[src/rtl/uart_alu_host.sv]
// Host-side initiator for the UART ALU link: sends operand A, operand B and opcode as
// three 8N1 frames, then waits for one reply frame (or a timeout) and pulses done.
module uart_alu_host #(
  parameter int DBIT          = 8,
  parameter int SB_TICK       = 16,
  parameter int TIMEOUT_TICKS = 65535
) (
  input  logic            clk,
  input  logic            reset,
  input  logic            s_tick,
  input  logic            start,
  input  logic [DBIT-1:0] a,
  input  logic [DBIT-1:0] b,
  input  logic [5:0]      op,
  input  logic            rx,
  output logic            tx,
  output logic [DBIT-1:0] result,
  output logic            busy,
  output logic            done,
  output logic            timeout_err,
  output logic            frame_err
);

  localparam int CW = (SB_TICK > 16) ? $clog2(SB_TICK) : 4;
  localparam int BW = (DBIT > 2) ? $clog2(DBIT) : 1;
  localparam int TW = $clog2(TIMEOUT_TICKS + 1);

  typedef enum logic [1:0] {
    S_IDLE = 2'd0,
    S_SEND = 2'd1,
    S_WAIT = 2'd2,
    S_DONE = 2'd3
  } top_state_e;

  typedef enum logic [1:0] {
    SER_IDLE  = 2'd0,
    SER_START = 2'd1,
    SER_DATA  = 2'd2,
    SER_STOP  = 2'd3
  } ser_state_e;

  top_state_e      st_q, st_d;
  ser_state_e      tx_st_q, tx_st_d, rx_st_q, rx_st_d;
  logic [DBIT-1:0] a_q, a_d, b_q, b_d, op_q, op_d;
  logic [1:0]      idx_q, idx_d;
  logic [CW-1:0]   tx_cnt_q, tx_cnt_d, rx_cnt_q, rx_cnt_d;
  logic [BW-1:0]   tx_bit_q, tx_bit_d, rx_bit_q, rx_bit_d;
  logic [DBIT-1:0] tx_sh_q, tx_sh_d, rx_sh_q, rx_sh_d;
  logic            tx_q, tx_d;
  logic            rx_meta_q, rx_sync_q, rx_prev_q;
  logic [TW-1:0]   to_q, to_d;
  logic [DBIT-1:0] result_q, result_d;
  logic            busy_q, busy_d, done_q, done_d;
  logic            terr_q, terr_d, ferr_q, ferr_d;
  logic [DBIT-1:0] cur_byte_s, nxt_byte_s;
  logic            tx_frame_end_s, rx_frame_done_s, rx_fall_s;

  function automatic logic [DBIT-1:0] sel_byte(input logic [1:0] i, input logic [DBIT-1:0] x,
                                               input logic [DBIT-1:0] y, input logic [DBIT-1:0] z);
    case (i)
      2'd0:    sel_byte = x;
      2'd1:    sel_byte = y;
      default: sel_byte = z;
    endcase
  endfunction

  assign cur_byte_s = sel_byte(idx_q, a_q, b_q, op_q);
  assign nxt_byte_s = sel_byte(idx_q + 2'd1, a_q, b_q, op_q);
  assign rx_fall_s  = rx_prev_q & ~rx_sync_q;

  always_ff @(posedge clk or posedge reset) begin
    if (reset) begin
      st_q      <= S_IDLE;
      tx_st_q   <= SER_IDLE;
      rx_st_q   <= SER_IDLE;
      a_q       <= {DBIT{1'b0}};
      b_q       <= {DBIT{1'b0}};
      op_q      <= {DBIT{1'b0}};
      idx_q     <= 2'd0;
      tx_cnt_q  <= {CW{1'b0}};
      rx_cnt_q  <= {CW{1'b0}};
      tx_bit_q  <= {BW{1'b0}};
      rx_bit_q  <= {BW{1'b0}};
      tx_sh_q   <= {DBIT{1'b0}};
      rx_sh_q   <= {DBIT{1'b0}};
      tx_q      <= 1'b1;
      rx_meta_q <= 1'b1;
      rx_sync_q <= 1'b1;
      rx_prev_q <= 1'b1;
      to_q      <= {TW{1'b0}};
      result_q  <= {DBIT{1'b0}};
      busy_q    <= 1'b0;
      done_q    <= 1'b0;
      terr_q    <= 1'b0;
      ferr_q    <= 1'b0;
    end else begin
      st_q      <= st_d;
      tx_st_q   <= tx_st_d;
      rx_st_q   <= rx_st_d;
      a_q       <= a_d;
      b_q       <= b_d;
      op_q      <= op_d;
      idx_q     <= idx_d;
      tx_cnt_q  <= tx_cnt_d;
      rx_cnt_q  <= rx_cnt_d;
      tx_bit_q  <= tx_bit_d;
      rx_bit_q  <= rx_bit_d;
      tx_sh_q   <= tx_sh_d;
      rx_sh_q   <= rx_sh_d;
      tx_q      <= tx_d;
      rx_meta_q <= rx;
      rx_sync_q <= rx_meta_q;
      rx_prev_q <= rx_sync_q;
      to_q      <= to_d;
      result_q  <= result_d;
      busy_q    <= busy_d;
      done_q    <= done_d;
      terr_q    <= terr_d;
      ferr_q    <= ferr_d;
    end
  end

  // Transmitter: the next frame is loaded straight from the stop bit so frames run back-to-back.
  always_comb begin
    tx_st_d        = tx_st_q;
    tx_cnt_d       = tx_cnt_q;
    tx_bit_d       = tx_bit_q;
    tx_sh_d        = tx_sh_q;
    tx_d           = tx_q;
    tx_frame_end_s = 1'b0;
    case (tx_st_q)
      SER_IDLE: begin
        tx_d = 1'b1;
        if ((st_q == S_SEND) && s_tick) begin
          tx_st_d  = SER_START;
          tx_cnt_d = {CW{1'b0}};
          tx_sh_d  = cur_byte_s;
          tx_d     = 1'b0;
        end else begin
          tx_st_d = SER_IDLE;
        end
      end
      SER_START: begin
        if (s_tick) begin
          if (tx_cnt_q == CW'(15)) begin
            tx_st_d  = SER_DATA;
            tx_cnt_d = {CW{1'b0}};
            tx_bit_d = {BW{1'b0}};
            tx_d     = tx_sh_q[0];
          end else begin
            tx_cnt_d = tx_cnt_q + CW'(1);
          end
        end else begin
          tx_cnt_d = tx_cnt_q;
        end
      end
      SER_DATA: begin
        if (s_tick) begin
          if (tx_cnt_q == CW'(15)) begin
            tx_cnt_d = {CW{1'b0}};
            tx_sh_d  = tx_sh_q >> 1;
            if (tx_bit_q == BW'(DBIT - 1)) begin
              tx_st_d = SER_STOP;
              tx_d    = 1'b1;
            end else begin
              tx_bit_d = tx_bit_q + BW'(1);
              tx_d     = tx_sh_q[1];
            end
          end else begin
            tx_cnt_d = tx_cnt_q + CW'(1);
          end
        end else begin
          tx_cnt_d = tx_cnt_q;
        end
      end
      SER_STOP: begin
        if (s_tick) begin
          if (tx_cnt_q == CW'(SB_TICK - 1)) begin
            tx_frame_end_s = 1'b1;
            tx_cnt_d       = {CW{1'b0}};
            if (idx_q == 2'd2) begin
              tx_st_d = SER_IDLE;
              tx_d    = 1'b1;
            end else begin
              tx_st_d = SER_START;
              tx_sh_d = nxt_byte_s;
              tx_d    = 1'b0;
            end
          end else begin
            tx_cnt_d = tx_cnt_q + CW'(1);
          end
        end else begin
          tx_cnt_d = tx_cnt_q;
        end
      end
      default: begin
        tx_st_d = SER_IDLE;
        tx_d    = 1'b1;
      end
    endcase
  end

  // Receiver: held idle outside WAIT_RX so stray traffic during the request is dropped.
  always_comb begin
    rx_st_d         = rx_st_q;
    rx_cnt_d        = rx_cnt_q;
    rx_bit_d        = rx_bit_q;
    rx_sh_d         = rx_sh_q;
    rx_frame_done_s = 1'b0;
    if (st_q != S_WAIT) begin
      rx_st_d = SER_IDLE;
    end else begin
      case (rx_st_q)
        SER_IDLE: begin
          if (rx_fall_s) begin
            rx_st_d  = SER_START;
            rx_cnt_d = {CW{1'b0}};
          end else begin
            rx_st_d = SER_IDLE;
          end
        end
        SER_START: begin
          if (s_tick) begin
            if (rx_cnt_q == CW'(7)) begin
              rx_cnt_d = {CW{1'b0}};
              rx_bit_d = {BW{1'b0}};
              rx_st_d  = rx_sync_q ? SER_IDLE : SER_DATA;
            end else begin
              rx_cnt_d = rx_cnt_q + CW'(1);
            end
          end else begin
            rx_cnt_d = rx_cnt_q;
          end
        end
        SER_DATA: begin
          if (s_tick) begin
            if (rx_cnt_q == CW'(15)) begin
              rx_cnt_d = {CW{1'b0}};
              rx_sh_d  = {rx_sync_q, rx_sh_q[DBIT-1:1]};
              if (rx_bit_q == BW'(DBIT - 1)) begin
                rx_st_d = SER_STOP;
              end else begin
                rx_bit_d = rx_bit_q + BW'(1);
              end
            end else begin
              rx_cnt_d = rx_cnt_q + CW'(1);
            end
          end else begin
            rx_cnt_d = rx_cnt_q;
          end
        end
        SER_STOP: begin
          if (s_tick) begin
            if (rx_cnt_q == CW'(SB_TICK - 1)) begin
              rx_st_d         = SER_IDLE;
              rx_frame_done_s = 1'b1;
            end else begin
              rx_cnt_d = rx_cnt_q + CW'(1);
            end
          end else begin
            rx_cnt_d = rx_cnt_q;
          end
        end
        default: rx_st_d = SER_IDLE;
      endcase
    end
  end

  // Transaction sequencer; busy/done are derived from the next state so they line up with it.
  always_comb begin
    st_d     = st_q;
    a_d      = a_q;
    b_d      = b_q;
    op_d     = op_q;
    idx_d    = idx_q;
    to_d     = to_q;
    result_d = result_q;
    terr_d   = terr_q;
    ferr_d   = ferr_q;
    case (st_q)
      S_IDLE: begin
        if (start) begin
          a_d    = a;
          b_d    = b;
          op_d   = DBIT'(op);
          idx_d  = 2'd0;
          terr_d = 1'b0;
          ferr_d = 1'b0;
          st_d   = S_SEND;
        end else begin
          st_d = S_IDLE;
        end
      end
      S_SEND: begin
        if (tx_frame_end_s) begin
          if (idx_q == 2'd2) begin
            st_d = S_WAIT;
            to_d = {TW{1'b0}};
          end else begin
            idx_d = idx_q + 2'd1;
          end
        end else begin
          st_d = S_SEND;
        end
      end
      S_WAIT: begin
        if (rx_frame_done_s) begin
          result_d = rx_sh_q;
          ferr_d   = ~rx_sync_q;
          st_d     = S_DONE;
        end else if (s_tick && (rx_st_q == SER_IDLE)) begin
          if (to_q >= TW'(TIMEOUT_TICKS - 1)) begin
            result_d = {DBIT{1'b0}};
            terr_d   = 1'b1;
            st_d     = S_DONE;
          end else begin
            to_d = to_q + TW'(1);
          end
        end else begin
          st_d = S_WAIT;
        end
      end
      S_DONE:  st_d = S_IDLE;
      default: st_d = S_IDLE;
    endcase
    busy_d = (st_d == S_SEND) || (st_d == S_WAIT);
    done_d = (st_d == S_DONE);
  end

  assign tx          = tx_q;
  assign result      = result_q;
  assign busy        = busy_q;
  assign done        = done_q;
  assign timeout_err = terr_q;
  assign frame_err   = ferr_q;

endmodule

[config.mk]
export PLATFORM = sky130hd
export DESIGN_NAME = uart_alu_host
export DESIGN_NICKNAME = d
export VERILOG_FILES = /design/src/rtl/uart_alu_host.sv
export SDC_FILE = /design/constraint.sdc
export NUM_CORES = 1
export LEC_CHECK = 0
export ABC_AREA = 1
export CAP_MARGIN = 15
export CORE_MARGIN = 2
export CORE_UTILIZATION = 38
export CTS_CLUSTER_DIAMETER = 150
export CTS_CLUSTER_SIZE = 30
export DETAILED_ROUTE_END_ITERATION = 8
export GPL_ROUTABILITY_DRIVEN = 0
export PLACE_DENSITY = 0.61
export RECOVER_POWER = 25
export SLEW_MARGIN = 10
export SYNTH_ARGS = -nofsm -noshare
export SYNTH_HDL_FRONTEND = slang
export SYNTH_SLANG_ARGS = --single-unit
[constraint.sdc]
create_clock -name clk -period 3.9 [get_ports clk]
set_clock_uncertainty 0.15 [all_clocks]
set_input_delay 0.78 -clock clk [delete_from_list [all_inputs] [get_ports clk]]
set_output_delay 0.78 -clock clk [all_outputs]
set_load 0.01 [all_outputs]
; After elaboration in Yosys (flattened, before gate mapping)
; Index checks and enable logic that the tools add are counted.
; Widths: inputs -> output; s select.
[word_totals]
mem_bits_rw = 0
regBits = 92
latchBits = 0
inputBits = 27
rom_bits = 0
word_cells = 219
mem_count = 0
[classes]
muxes = 98
n_div = 0
bitwise = 3
n_shift = 0
magnitude_cmp = 1
n_eq_ne = 56
n_reduce_logical = 32
n_addsub = 6
mul = 0
[op_table]
columns = op, n
row1 = $mux 16, 5
row2 = $mux 8, 9
row3 = $ne 2x2->1 const B, 27
row4 = $mux 2, 24
row5 = $mux 4, 10
row6 = $pmux 16 s2, 1
row7 = $pmux 8 s2, 2
row8 = $mux 3, 10
row9 = $reduce_and 7->1, 4
row10 = $mux 1, 25
row11 = $pmux 2 s4, 3
row12 = $pmux 8 s3, 1
row13 = $reduce_and 6->1, 4
row14 = $ne 3x3->1 const B, 7
row15 = $eq 2x2->1 const B, 9
row16 = $add 16x1->16 const B, 1
row17 = $ge 16x16->1 const B, 1
row18 = $pmux 4 s4, 1
row19 = $reduce_bool 2->1, 7
row20 = $eq 2x1->1 const B, 6
row21 = $pmux 3 s2, 2
row22 = $logic_not 2->1, 5
row23 = $add 4x1->4 const B, 2
row24 = $eq 4x4->1 const B, 2
row25 = other kinds (19), 28

; Logic depth before layout (Yosys ltp)
[logic_depth]
word_depth = 9
depth_mapped = 10
depth_no_buf = 9

; Least setup slack after synthesis
; Ideal clock, no wire load.
[synth_path]
path_type = input port to flip-flop
start = input s_tick
end = register busy_q, in the netlist busy
setup_slack_ns = 1.740
t_required_ns = 3.624
cell_stages = 7
n_path_buf = 2
arrival_ns = 1.884
setup_time_ns = 0.126
cell_sequence = buf_2 inv_1 nor2_2 nand2_1 clkbuf_1 nand4_1 ha_1
[synth_between]
elab_chain_len = 7
elab_cells_between_ends = 13
cone_classes = 2 x eq/ne / 9 x mux / 2 x reduce/logical
[synth_lines]
columns = item, line_no
row1 = "start, declared", 10  ; input logic s_tick,
row2 = $mux 1, 253  ; if (s_tick) begin
row3 = $mux 1, 213  ; case (rx_st_q)
row4 = $mux 1, 210  ; if (st_q != S_WAIT) begin
row5 = $mux 2, 307  ; if (rx_frame_done_s) begin
row6 = $pmux 2 s4 *, 280  ; case (st_q)
row7 = $eq 2x1->1 or $eq 2x2->1 (tied branches), 326  ; busy_d = (st_d == S_SEND) || (st_d == S_WAIT);
row8 = $logic_or 1x1->1 *, 326
row9 = via busy_d, 53  ; logic busy_q, busy_d, done_q, done_d;
row10 = "end signal, assigned", 116  ; busy_q <= busy_d;
row11 = "end, declared", 53
; The timed path passes the listed nets; every way through them passes the cells marked *.
; A chain may end at the register's enable or synchronous reset.

==> out/qor.yml <==
outcome:
  outcome: "finished with violations"
  violations: "max-capacitance violations, max-slew violations"
timing:
  slew_viol_final: 33
  max_freq_mhz: 344.2
  fin_crit_sh_pct: 74.50
  fin_tns_setup_ns: 0
  hold_viol_final: 0
  postLayoutSetupSlackWorst_ns: 0.9944
  fin_crit_ns: 2.906
  rsz0062_at_grt: "no"
  slew_headroom_pct: -2.786
  setup_viol: 0
  tightest_slew_ns: 1.533
min_path:
  holdCritPathClass: "register to register"
logic_synthesis:
  ys_top_cells_by_count: "223 x nand2_1, 88 x dfrtp_1, 68 x nand3_1, 63 x inv_1, 51 x o21ai_0"
  seq_area_frac_synth_pct: 46.72
  yosysTopAreaCell: "dfrtp_1"
  ys_seq_elements: 92
  synth_top_cells_by_area: "dfrtp_1 45%, nand2_1 17%, nand3_1 6.9%, o21ai_0 5.2%, ha_1 4.8%"
  async_flop_share_pct: 100.0
  yosysMostFrequentCell: "nand2_1"
  netlist-cell-type-count: 32
  synth-edff-count: 0
  syn-num-nets: 687
  yosys_warnings: 0
  ys.flop_type: "dfrtp_1"
  synthCells: 641
  syn-cell-area_um2: 4938
  syn_area_per_cell_um2: 7.704
  synth_top_area_share_pct: 44.59
setup_path:
  max_stage_delay_ns: 0.89
  cp_data_arrival_time_ns: 3.11
  critPathTopFamily: "buffers and inverters"
  crit_type: "input port to async pin"
  critPathBufInv: 3
  critPathMaxFanout: 36
  reg2reg_slack_ns: 1.64
  required_ns: 4.10
  worst_setup_path_start_kind: "input port"
  setup.worst_path.end_class: "async pin"
  slowest_stage: "clkinvlp_2"
  crit_chain: "dlygate4sd3_1, clkinvlp_2, clkbuf_2"
grt:
  grt_usage_pct: 16.94
  overflow: 0
  antenna_found_initial: 0
  grt_pass1_vias: 4121
  grt_pass1_wl_um: 19370
  grt_max_degree: 37
cts:
  clock-root-buffer: "clkbuf_16"
  clockBufferDepth: 2
  cts_tree: "yes"
  post_cts_resized: 0
  clkSinkCount: 92
  cts.hold.buffers_added: 0
  cts_setup_buffers: 0
  numCtsBuffers: 9
  cts_max_level: 3
  path_clk_slew_ns: 0.07
  clkLatencyLatePin_ns: 0.34
route:
  drt_pass1_iterations: 5
  drc: 0
  antenna_left: 0
  viasPerCell: 5.022
  wl_per_cell_um: 13.21
  num_vias: 4294
  wirelength_um: 11300
  drtIter0Drc: 214
die:
  die_y_um: 118
  rows: 41
  initial_core_util_pct: 38.98
  pin_count: 40
  dieArea_um2: 13920
  die_w_um: 118
  coreArea_um2: 12670
cells_and_area:
  syn_to_final_growth_pct: 17.30
  layout-drive-gt1-share_pct: 5.710
  fill_cells: 1283
  diodes: 0
  nets: 724
power_and_ir_drop:
  p_leak_nw: 2.851
  ir_drop_uv: 273.8
  p_per_area_nw_per_um2: 580.0
flow_run:
  max_cap_viol_count: 1
placement:
  pre_cts_slack_ns: 0.9974
  port_buffers: 39
  hpwl_um: 8263
-- metrics by stage --
step	utilization, %	cells	cell area, um2	hold slack [ns]	total power, W
after CTS	45.84	855	5808	0.2108	0.003384
final	45.72	855	5793	0.2156	0.003360
after floorplan	-	641	4938	0.1952	0.002164
after global routing	45.72	855	5793	0.2189	0.003630
after global placement	43.46	839	5507	0.1978	0.002453
after detailed placement	43.46	839	5507	0.2009	0.002481
-- final timing paths --
kind | start | depth (start not counted) | to
worst min-delay path | rx_meta_q | 0 | rx_sync_q
max in group clk | s_tick | 8 | busy
worst max-delay path | reset | 3 | a_q[0]
worst min register to register | rx_meta_q | 0 | rx_sync_q
worst max register to register | tx_st_q[0] | 7 | tx_sh_q[5]
min in group asynchronous | reset | 2 | to_q[5]
-- placed cells by master (no fill, tap or decap), drive strengths merged --
cell | Yosys | layout
a21oi | 15 | 15
o21a | 1 | 1
dfrtp | 88 | 88
xnor2 | 3 | 3
clkdlybuf4s50 | 0 | 37
ha | 19 | 19
inv | 64 | 64
dlygate4sd3 | 0 | 2
buf | 5 | 2
nand3b | 4 | 4
clkbuf | 11 | 10
nand3 | 69 | 69
clkinv | 0 | 4
dfstp | 4 | 4
o211ai | 8 | 8
xor2 | 8 | 8
nor3 | 4 | 4
a22o | 1 | 1
o31ai | 1 | 1
o21ai | 55 | 55
nand2 | 225 | 225
nand4 | 10 | 10
clkinvlp | 0 | 2
bufinv | 0 | 1
nor2 | 45 | 45
o32ai | 1 | 1
-- layout make-up --
class | count | area, um2 | area share, %
clock buffers | 9 | 225.2 | 3.888
clock inverters | 7 | 76.32 | 1.317
inverters | 64 | 241.5 | 4.168
multi-input cells | 469 | 2317 | 40.00
flip-flops and latches | 92 | 2307 | 39.83
well taps | 172 | 215.2 | 3.715
repair buffers | 42 | 410.4 | 7.084
-- metal layers --
layer / share of wire, % / up-vias / global-route usage [%]
li1: - / 2145 / -
met4: 1.1 / 0 / 5.045
met5: 0 / - / 0
met2: 45 / 82 / 26.71
met3: 3.9 / 10 / 3.343
met1: 50 / 2057 / 23.62
-- flip-flops by register name, indices dropped and copies added (netlist names), 2 cells and up --
| name | count |
|---|---|
| to_q | 16 |
| a_q | 8 |
| b_q | 8 |
| result | 8 |
| rx_sh_q | 8 |
| tx_sh_q | 8 |
| op_q | 6 |
| rx_cnt_q | 4 |
| tx_cnt_q | 4 |
| rx_bit_q | 3 |
| tx_bit_q | 3 |
| idx_q | 2 |
| rx_st_q | 2 |
| st_q | 2 |
| tx_st_q | 2 |
-- report_power, final --
group          total [W]  switching (W)  internal, W
Sequential       0.00133       0.000159      0.00117
Clock           0.000888       0.000386     0.000501
Combinational    0.00114       0.000731     0.000411
Total            0.00336        0.00128      0.00208
-- kinds of logic after synthesis --
group           share of synthesized area (%)
compound gates                          9.273
xor+xnor                                1.951
fa+ha+maj                               4.814
buf+inv                                 6.460
flops                                   46.72
simple gates                            30.78
No activity file was read; power rests on OpenSTA's default activity.
